$ cat config.mk
export PLATFORM = sky130hd
export DESIGN_NAME = pdm_demod
export DESIGN_NICKNAME = d
export VERILOG_FILES = /design/src/rtl/pdm_demod.sv
export SDC_FILE = /design/constraint.sdc
export NUM_CORES = 1
export LEC_CHECK = 0
export CAP_MARGIN = 20
export CELL_PAD_IN_SITES_DETAIL_PLACEMENT = 0
export CELL_PAD_IN_SITES_GLOBAL_PLACEMENT = 1
export CORE_AREA = 10 10 118 120
export DETAILED_ROUTE_END_ITERATION = 12
export DIE_AREA = 0 0 128 130
export PLACE_DENSITY_LB_ADDON = 0.1
export SLEW_MARGIN = 25
export SYNTH_ARGS = -nofsm -noshare
export SYNTH_HDL_FRONTEND = slang
export SYNTH_SLANG_ARGS = --single-unit
export TNS_END_PERCENT = 50
$ cat constraint.sdc
create_clock -name clk -period 2.9 [get_ports clk]
set_clock_uncertainty 0.15 [all_clocks]
set_input_delay 0.29 -clock clk [delete_from_list [all_inputs] [get_ports clk]]
set_output_delay 0.29 -clock clk [all_outputs]
set_load 0.01 [all_outputs]
$ cat src/rtl/pdm_demod.sv
// PDM-to-PCM receiver: 2-flop input synchronizer, 2nd-order CIC decimator,
// then scaling and saturation to an OUT_W-bit unsigned sample.
module pdm_demod #(
    parameter int DECIM      = 32,
    parameter int OUT_W      = 10,
    parameter int SAMPLE_DIV = 1
) (
    input  logic             clk,
    input  logic             resetn,
    input  logic             pdm_in,
    output logic [OUT_W-1:0] sample_out,
    output logic             sample_valid,
    output logic             sat
);
    localparam int LOG2D = $clog2(DECIM);
    localparam int W     = 2 * LOG2D + 1;
    localparam int SHIFT = 2 * LOG2D - OUT_W;
    localparam logic [LOG2D-1:0] DC_LAST = LOG2D'(DECIM - 1);

    logic [1:0]       sync;
    logic             x;
    logic             tick;
    logic             ds;
    logic [LOG2D-1:0] dc;
    logic [W-1:0]     i1, i2, i2_d, c1_r, c1_d, c2;
    logic [OUT_W:0]   y;
    logic [2:0]       vld_pipe;

    always_ff @(posedge clk or negedge resetn) begin
        if (!resetn) sync <= '0;
        else         sync <= {sync[0], pdm_in};
    end
    assign x = sync[1];

    generate
        if (SAMPLE_DIV == 1) begin : g_tick_full
            assign tick = 1'b1;
        end else begin : g_tick_div
            localparam int TW = $clog2(SAMPLE_DIV);
            localparam logic [TW-1:0] TC_LAST = TW'(SAMPLE_DIV - 1);
            logic [TW-1:0] tc;
            always_ff @(posedge clk or negedge resetn) begin
                if (!resetn)           tc <= '0;
                else if (tc == TC_LAST) tc <= '0;
                else                   tc <= tc + TW'(1);
            end
            assign tick = (tc == '0);
        end
    endgenerate

    assign ds = tick && (dc == DC_LAST);

    // i2 accumulates the pre-update i1, so each bit lands one tick late; harmless fixed skew.
    always_ff @(posedge clk or negedge resetn) begin
        if (!resetn) begin
            i1 <= '0;
            i2 <= '0;
            dc <= '0;
        end else if (tick) begin
            i1 <= i1 + W'(x);
            i2 <= i2 + i1;
            dc <= ds ? '0 : dc + LOG2D'(1);
        end
    end

    always_ff @(posedge clk or negedge resetn) begin
        if (!resetn) vld_pipe <= '0;
        else         vld_pipe <= {vld_pipe[1:0], ds};
    end

    assign c2 = c1_r - c1_d;
    assign y  = c2[W-1:SHIFT];

    // Comb delays start at zero, so the first two samples after reset are transient.
    always_ff @(posedge clk or negedge resetn) begin
        if (!resetn) begin
            i2_d       <= '0;
            c1_r       <= '0;
            c1_d       <= '0;
            sample_out <= '0;
            sat        <= 1'b0;
        end else begin
            if (vld_pipe[0]) begin
                c1_r <= i2 - i2_d;
                i2_d <= i2;
            end
            if (vld_pipe[1]) begin
                c1_d       <= c1_r;
                sample_out <= y[OUT_W] ? '1 : y[OUT_W-1:0];
                sat        <= y[OUT_W];
            end
        end
    end

    assign sample_valid = vld_pipe[2];

endmodule
==> results.toml, run 1 <==
[timing]
finalCritPeriodShare = 0.873
min_period_ns = 2.53
timing.final.ws_setup_ns = 0.369
maxSlewHeadroom = 0.541
timing.final.setup_violations = 0
fin_tns_setup_ns = 0
slew_viol_final = 0
final-hold-violation-count = 0
worst_pin_slew_ns = 0.688
fmax_mhz = 395
finalHoldWorstSlack_ns = 0.199
unrepaired_setup_endpoints_after_global_routing = "no"

[worst_hold_path]
timing.hold.worst.class = "flip-flop to flip-flop"

[pwr]
leak_pwr_uw = 0.00208
clock_power_share = 0.178
power.density_nw_per_um2 = 1310
post-layout-total-power_uw = 6050
power_switching_uw = 2420
switching_fraction = 0.399
share_comb_of_total_power = 0.533
cell_internal_pwr_uw = 3640
irDropWorstVdd_mv = 0.544
share_seq_of_total_power = 0.289

[route]
drt-met1-wl_um = 3420
route.met2.wl_um = 3420
vias_per_cell = 4.87
route.met3.wl_um = 345
vias = 2709
maxUsedRoutingLayer = "met4"
detail_route.iter0.violations = 131
avgRoutedWirePerCell_um = 13.1
post_detailed_routing_wire_length_um = 7280
drt_first_pass_iters = 4
drtAntennaViolNets = 0
drt_drc_violations_left = 0

[critical_path]
setup.worst_path.class = "flip-flop to flip-flop"
ff2ff_setup_slack_ns = 0.37
worst_setup_path_start_kind = "flip-flop"
worst_r2r_path_depth = 10
timing.critical_path.to = "sample_out[9]"
critical_path.max_fanout = 4
timing.critical_path.required_ns = 2.96
cp-startpoint = "c1_r[0]"
critical_path.reg2reg.endpoint = "sample_out[9]"
critical_path.endpoint_type = "flip-flop"
worstPathArrival_ns = 2.59
worst_r2r_startpoint = "c1_r[0]"

[global_routing]
combined_global_route_utilization_of_all_metal_layers = 0.0974
grt_max_degree = 77
antenna_found_initial = 0
grt_overflow_total = 0
global_route_wire_length_before_repair_um = 13100
vias_in_the_first_global_route = 2784

[cells_and_area]
areaGrowthSynthToFinish_pct = 15.4
layout_filler_cell_count = 1213
antennaDiodeCount = 0
num-nets-final = 446
post_route_cells_drive_above_1_share = 0.0831
fin_area_um2 = 4610

[placed_design]
pre_cts_slack_ns = 0.369
post_dp_cell_area_um2 = 4320
detailedPlacementHpwl_um = 5360
gpl.final_weighted_congestion = 0.730
port_buffer_count = 14

[yosys]
yosys_register_bits = 76
synth.yosys.seq_area_share = 0.476
synthAdderAreaFrac = 0.121
synth_flop_cell = "dfrtp_1"
synth_largest_type_area_fraction = 0.476
synth-xor-area-share = 0.0701
netlist_top_cells_area = "dfrtp_1, ha_1, xnor2_1, o21ai_0, nand2_1"
synth-compound-area-share = 0.159
syn_area_um2 = 4000
synth_edf_count = 0
synth_top_family_by_area = "compound AO/OA/AOI/OAI gates"
synth_fp_nets = 424
yosysWarningCount = 0
netlist_cell_types = 45
synthCells = 384
muxShareOfSynthArea = 0.0279
yosys.area_share.simple = 0.110
mapped_avg_cell_area_um2 = 10.4
ys_async_sr_fraction = 1.00
post-synth-top-area-cell = "dfrtp_1"

[floorplanning]
dieWidth_um = 128
ios = 15
die_y_um = 130
num_rows = 40
fp.dieArea_um2 = 16600
coreArea_um2 = 11700
start_util = 0.341

[clocking]
post-cts-setup-buffer-count = 0
cts-buffers-inserted = 9
cts-root-to-sink-buffers = 2
ctsRootBufferMaster = "clkbuf_16"
cts_tree = "yes"
clock_latency_ns = 0.33
cts_h_tree_depth = 3
cts_num_sinks = 76
clkTransAtPathRegs_ns = 0.06

[status]
outcome = "finished, final reports clean"

[job]
max-cap-violations = 0
[Yosys cell counts, types with 2 or more instances]
library cell	instances
a21oi_1	22
xor2_1	10
and2_1	2
ha_1	34
mux2_2	9
nor2b_1	3
nand2b_1	5
a211o_1	3
o21bai_1	2
nor2_1	22
o21a_1	10
o2111ai_1	2
dfrtp_1	76
nor3_1	9
nand3_1	6
and3_1	3
o31ai_1	3
fa_1	3
nor4_1	4
a31oi_1	10
inv_1	28
nand4_1	3
xnor2_1	22
o21ai_0	28
a21o_1	7
nand2_1	32
clkbuf_1	8
[timing repair]
action                                 CTS  global route
endpoints found under the hold margin    0            76
setup endpoints to repair                0             0
gates resized for setup                  0             0
hold buffers                             0             1
[per-layer routing]
| layer | vias to the layer above | track usage |
|---|---|---|
| met3 | 5 | 0.0414 |
| met5 | - | 0 |
| met2 | 27 | 0.161 |
| li1 | 1391 | - |
| met1 | 1286 | 0.113 |
| met4 | 0 | 0.0278 |
[cells by family (layout without fill, tap and decap cells)]
logic type               count (synthesis)  count (layout)
AO/OA/AOI/OAI                           97              97
XOR/XNOR                                32              32
adder cells (fa/ha/maj)                 37              37
buffers and inverters                   38              63
flip-flops                              76              76
multiplexers                            10              10
AND/OR/NAND/NOR                         94              94
[power by group through the flow]
stage	registers (uW)	logic (uW)	clock network (uW)
finish	1750	3230	1070
global route	1820	3720	1160
CTS	1760	3280	1120
detailed placement	1770	3260	0
global placement	1770	3230	0
floorplan	1730	2530	0
[worst max-delay path, cell delays in order, from the launching register on]
cell and delay [ns]:
dfrtp_1 0.39, inv_1 0.06, ha_1 0.16, inv_1 0.05, fa_1 0.41, a211o_1 0.29, o211ai_2 0.10, a21oi_1 0.13
o311a_4 0.35, a2111oi_2 0.20, a21oi_1 0.10
[worst min path at each step]
stage / slack, ns / start / end / depth (start not counted)
after global routing: 0.21 / sync[0] / sync[1] / 0
after global placement: 0.19 / sync[0] / sync[1] / 0
after floorplan: -0.16 / resetn / c1_d[0] / 0
final: 0.20 / sync[0] / sync[1] / 0
after detailed placement: 0.19 / sync[0] / sync[1] / 0
after CTS: 0.01 / resetn / sample_out[0] / 1
[placed cells by master, fill, tap and decap left out, drive strengths merged, types with 2 or more instances in the layout]
cell	netlist	routed
nand3	6	6
o31ai	3	3
a31oi	10	10
o211ai	2	2
nor2b	3	3
buf	0	5
nor2	22	22
xnor2	22	22
nand2	32	32
o2111ai	2	2
dfrtp	76	76
and3	3	3
mux2	9	9
ha	34	34
nor3	9	9
clkbuf	8	9
clkdlybuf4s50	0	13
clkinvlp	0	2
inv	29	29
xor2	10	10
nor4	4	4
fa	3	3
o21bai	2	2
o21a	10	10
nand2b	5	5
clkinv	1	3
and2	2	2
a21o	8	8
a211o	3	3
a21oi	22	22
nand4	3	3
o21ai	28	28
[area by class of cell]
| cell class | instances | area, um2 | share of cell area |
|---|---|---|---|
| inverter | 30 | 113 | 0.0244 |
| timing repair buffer | 19 | 181 | 0.0393 |
| sequential | 76 | 1900 | 0.412 |
| multi-input combinational | 270 | 1950 | 0.423 |
| clock buffer | 9 | 225 | 0.0488 |
| clock inverter | 5 | 55.1 | 0.0119 |
| tap | 147 | 184 | 0.0399 |
[sequential cells by signal, indices dropped and copies added (netlist names)]
name        cells
i1             11
c1_r           11
i2             11
i2_d           11
c1_d           11
sat             1
sample_out     10
sync            2
vld_pipe        3
dc              5
[stage by stage]
stage | cells | util
4_1_cts | 555 | 0.393
6_report | 556 | 0.394
3_5_place_dp | 541 | 0.369
3_3_place_gp | 541 | 0.369
5_1_grt | 556 | 0.394
2_1_floorplan | 384 | -
(Power assumes the default switching activity.)
==> run 2: changes to the inputs <==
--- a/config.mk
+++ b/config.mk
@@ -8,9 +8,9 @@
 export CAP_MARGIN = 20
 export CELL_PAD_IN_SITES_DETAIL_PLACEMENT = 0
 export CELL_PAD_IN_SITES_GLOBAL_PLACEMENT = 1
-export CORE_AREA = 10 10 118 120
+export CORE_AREA = 10 10 102 104
 export DETAILED_ROUTE_END_ITERATION = 12
-export DIE_AREA = 0 0 128 130
+export DIE_AREA = 0 0 112 114
 export PLACE_DENSITY_LB_ADDON = 0.1
 export SLEW_MARGIN = 25
 export SYNTH_ARGS = -nofsm -noshare
==> run 2 against run 1 <==
Net effect:
- sequential share of layout area rose by 0.95 points
- sequential cell count did not move
- count of clock-buffer cells in the layout rose by 2
- largest cell class unchanged
- highest routed layer unchanged
==> results.toml, run 2 (same netlist as run 1, synthesis figures left out) <==
[critical_path]
critical_path.max_fanout = 4
setup.worst_path.class = "flip-flop to flip-flop"
worst_r2r_path_depth = 10
worst_setup_path_start_kind = "flip-flop"
critical_path.reg2reg.endpoint = "sample_out[9]"
worstPathArrival_ns = 2.65
slowest_stage = "fa_1"
critical_path.endpoint_type = "flip-flop"
timing.critical_path.required_ns = 2.98
crit_path_cell_trace = "inv_1 -> ha_1 -> inv_1 -> fa_1 -> a211o_1 -> o211ai_2 -> a21oi_1 -> o311a_4 -> a2111oi_2 -> a21oi_1"
ff2ff_setup_slack_ns = 0.33
largest_stage_delay_worst_path_ns = 0.42
worst_r2r_startpoint = "c1_r[0]"

[cells_and_area]
layout_filler_cell_count = 761
num-nets-final = 446
areaGrowthSynthToFinish_pct = 12.8
multiInputGateArea_um2 = 1950
antennaDiodeCount = 0
layout_common_cells = "dfrtp_1, ha_1, nand2_1, inv_1, o21ai_0"
regArea_um2 = 1900
postLayoutCoreUtil = 0.533
leading_cell_type_in_the_layout_fill_and_taps_excluded = "dfrtp_1"
post_route_cells_drive_above_1_share = 0.0852

[timing]
timing.final.setup_violations = 0
maxSlewHeadroom = 0.531
fin_tns_setup_ns = 0
min_period_ns = 2.57
slew_viol_final = 0
final-hold-violation-count = 0
unrepaired_setup_endpoints_after_global_routing = "no"
worst_pin_slew_ns = 0.704
finalCritPeriodShare = 0.886
fmax_mhz = 389

[clocking]
clkTransAtPathRegs_ns = 0.08
cts_h_tree_depth = 3
cts-root-to-sink-buffers = 2
cts_tree = "yes"
cts_num_sinks = 76
ctsRootBufferMaster = "clkbuf_8"
clock_latency_ns = 0.35
cts-buffers-inserted = 9
cts-resized-gates = 0

[status]
outcome = "finished, final reports clean"

[floorplanning]
num_rows = 34
ios = 15
fp.dieArea_um2 = 12800
coreArea_um2 = 8470
die_y_um = 114
dieWidth_um = 112
start_util = 0.472

[pwr]
power_switching_uw = 2360
switching_fraction = 0.404
power.density_nw_per_um2 = 1300
share_seq_of_total_power = 0.301
cell_internal_pwr_uw = 3480
share_comb_of_total_power = 0.545
leak_pwr_uw = 0.00205
clock_power_share = 0.154
irDropWorstVdd_mv = 0.555

[global_routing]
combined_global_route_utilization_of_all_metal_layers = 0.117
global_route_wire_length_before_repair_um = 12500
vias_in_the_first_global_route = 2705
grt_max_degree = 77
antenna_found_initial = 0
grt_overflow_total = 0

[route]
drt_drc_violations_left = 0
avgRoutedWirePerCell_um = 13.6
vias_per_cell = 5.20
detail_route.iter0.violations = 78
vias = 2699
post_detailed_routing_wire_length_um = 7040
drt_first_pass_iters = 4
drtAntennaViolNets = 0

[worst_hold_path]
timing.hold.worst.class = "flip-flop to flip-flop"
hold_path_depth = 0
hold_path_end = "sync[1]"
hold_path.startpoint = "sync[0]"

[placed_design]
detailedPlacementHpwl_um = 5140
port_buffer_count = 14
gpl.final_weighted_congestion = 0.788

[job]
max-cap-violations = 0
[run 2: cell types whose count changed in the layout (fill, tap and decap cells not counted), sizes merged]
| cell | before | now |
|---|---|---|
| clkbuf | 9 | 11 |
| clkinv | 3 | 1 |
| bufinv | 1 | 2 |
| inv | 29 | 30 |
[run 2: cell type report]
class,count,area share
Tap cell,108,0.0300
Sequential cell,76,0.422
Timing Repair Buffer,19,0.0402
Inverter,30,0.0250
Multi-Input combinational cell,270,0.433
Clock buffer,11,0.0314
Clock inverter,5,0.0186
[run 2: per-layer routing]
layer  track usage  wire length [um]  up-vias
li1              -                 -     1393
met3        0.0357               245        7
met4        0.0516                78        0
met1         0.136              3290     1276
met5             0                 0        -
met2         0.197              3430       23
[run 2: how the worst max path moves through the flow]
stage / startpoint / end / cells past startpoint
floorplan: c1_r[0] / sample_out[9] / 10
global placement: c1_r[0] / sample_out[9] / 10
detailed placement: c1_r[0] / sample_out[9] / 10
CTS: c1_r[0] / sample_out[9] / 10
global route: c1_r[0] / sample_out[9] / 10
finish: c1_r[0] / sample_out[9] / 10
[run 2: worst max-delay path, delay by kind of cell (launching register included)]
kind | cells | cell delay [ns]
flops | 1 | 0.39
fa+ha+maj | 2 | 0.58
buf+inv | 2 | 0.12
compound gates | 6 | 1.20
[run 2: through the flow]
| stage | hold slack, ns | cell area, um2 | cells | total power (uW) | setup WS (ns) |
|---|---|---|---|---|---|
| CTS | 0.205 | 4510 | 519 | 5920 | 0.302 |
| global route | 0.212 | 4510 | 519 | 6450 | 0.167 |
| finish | 0.214 | 4510 | 519 | 5840 | 0.330 |
| floorplan | -0.156 | 4000 | 384 | 4250 | 0.503 |
| detailed placement | 0.187 | 4270 | 502 | 4980 | 0.315 |
| global placement | 0.188 | 4270 | 502 | 4930 | 0.404 |
[run 2: repair_timing]
item / in CTS / in global routing
hold endpoints to repair: 76 / 0
hold buffers: 1 / 0
buffers inserted: 0 / 0
[run 2: power groups by stage]
stage	Sequential, uW	Clock (uW)	Combinational (uW)
6_report	1760	902	3180
4_1_cts	1760	937	3220
3_5_place_dp	1780	0	3200
2_1_floorplan	1730	0	2530
5_1_grt	1820	982	3650
3_3_place_gp	1770	0	3160
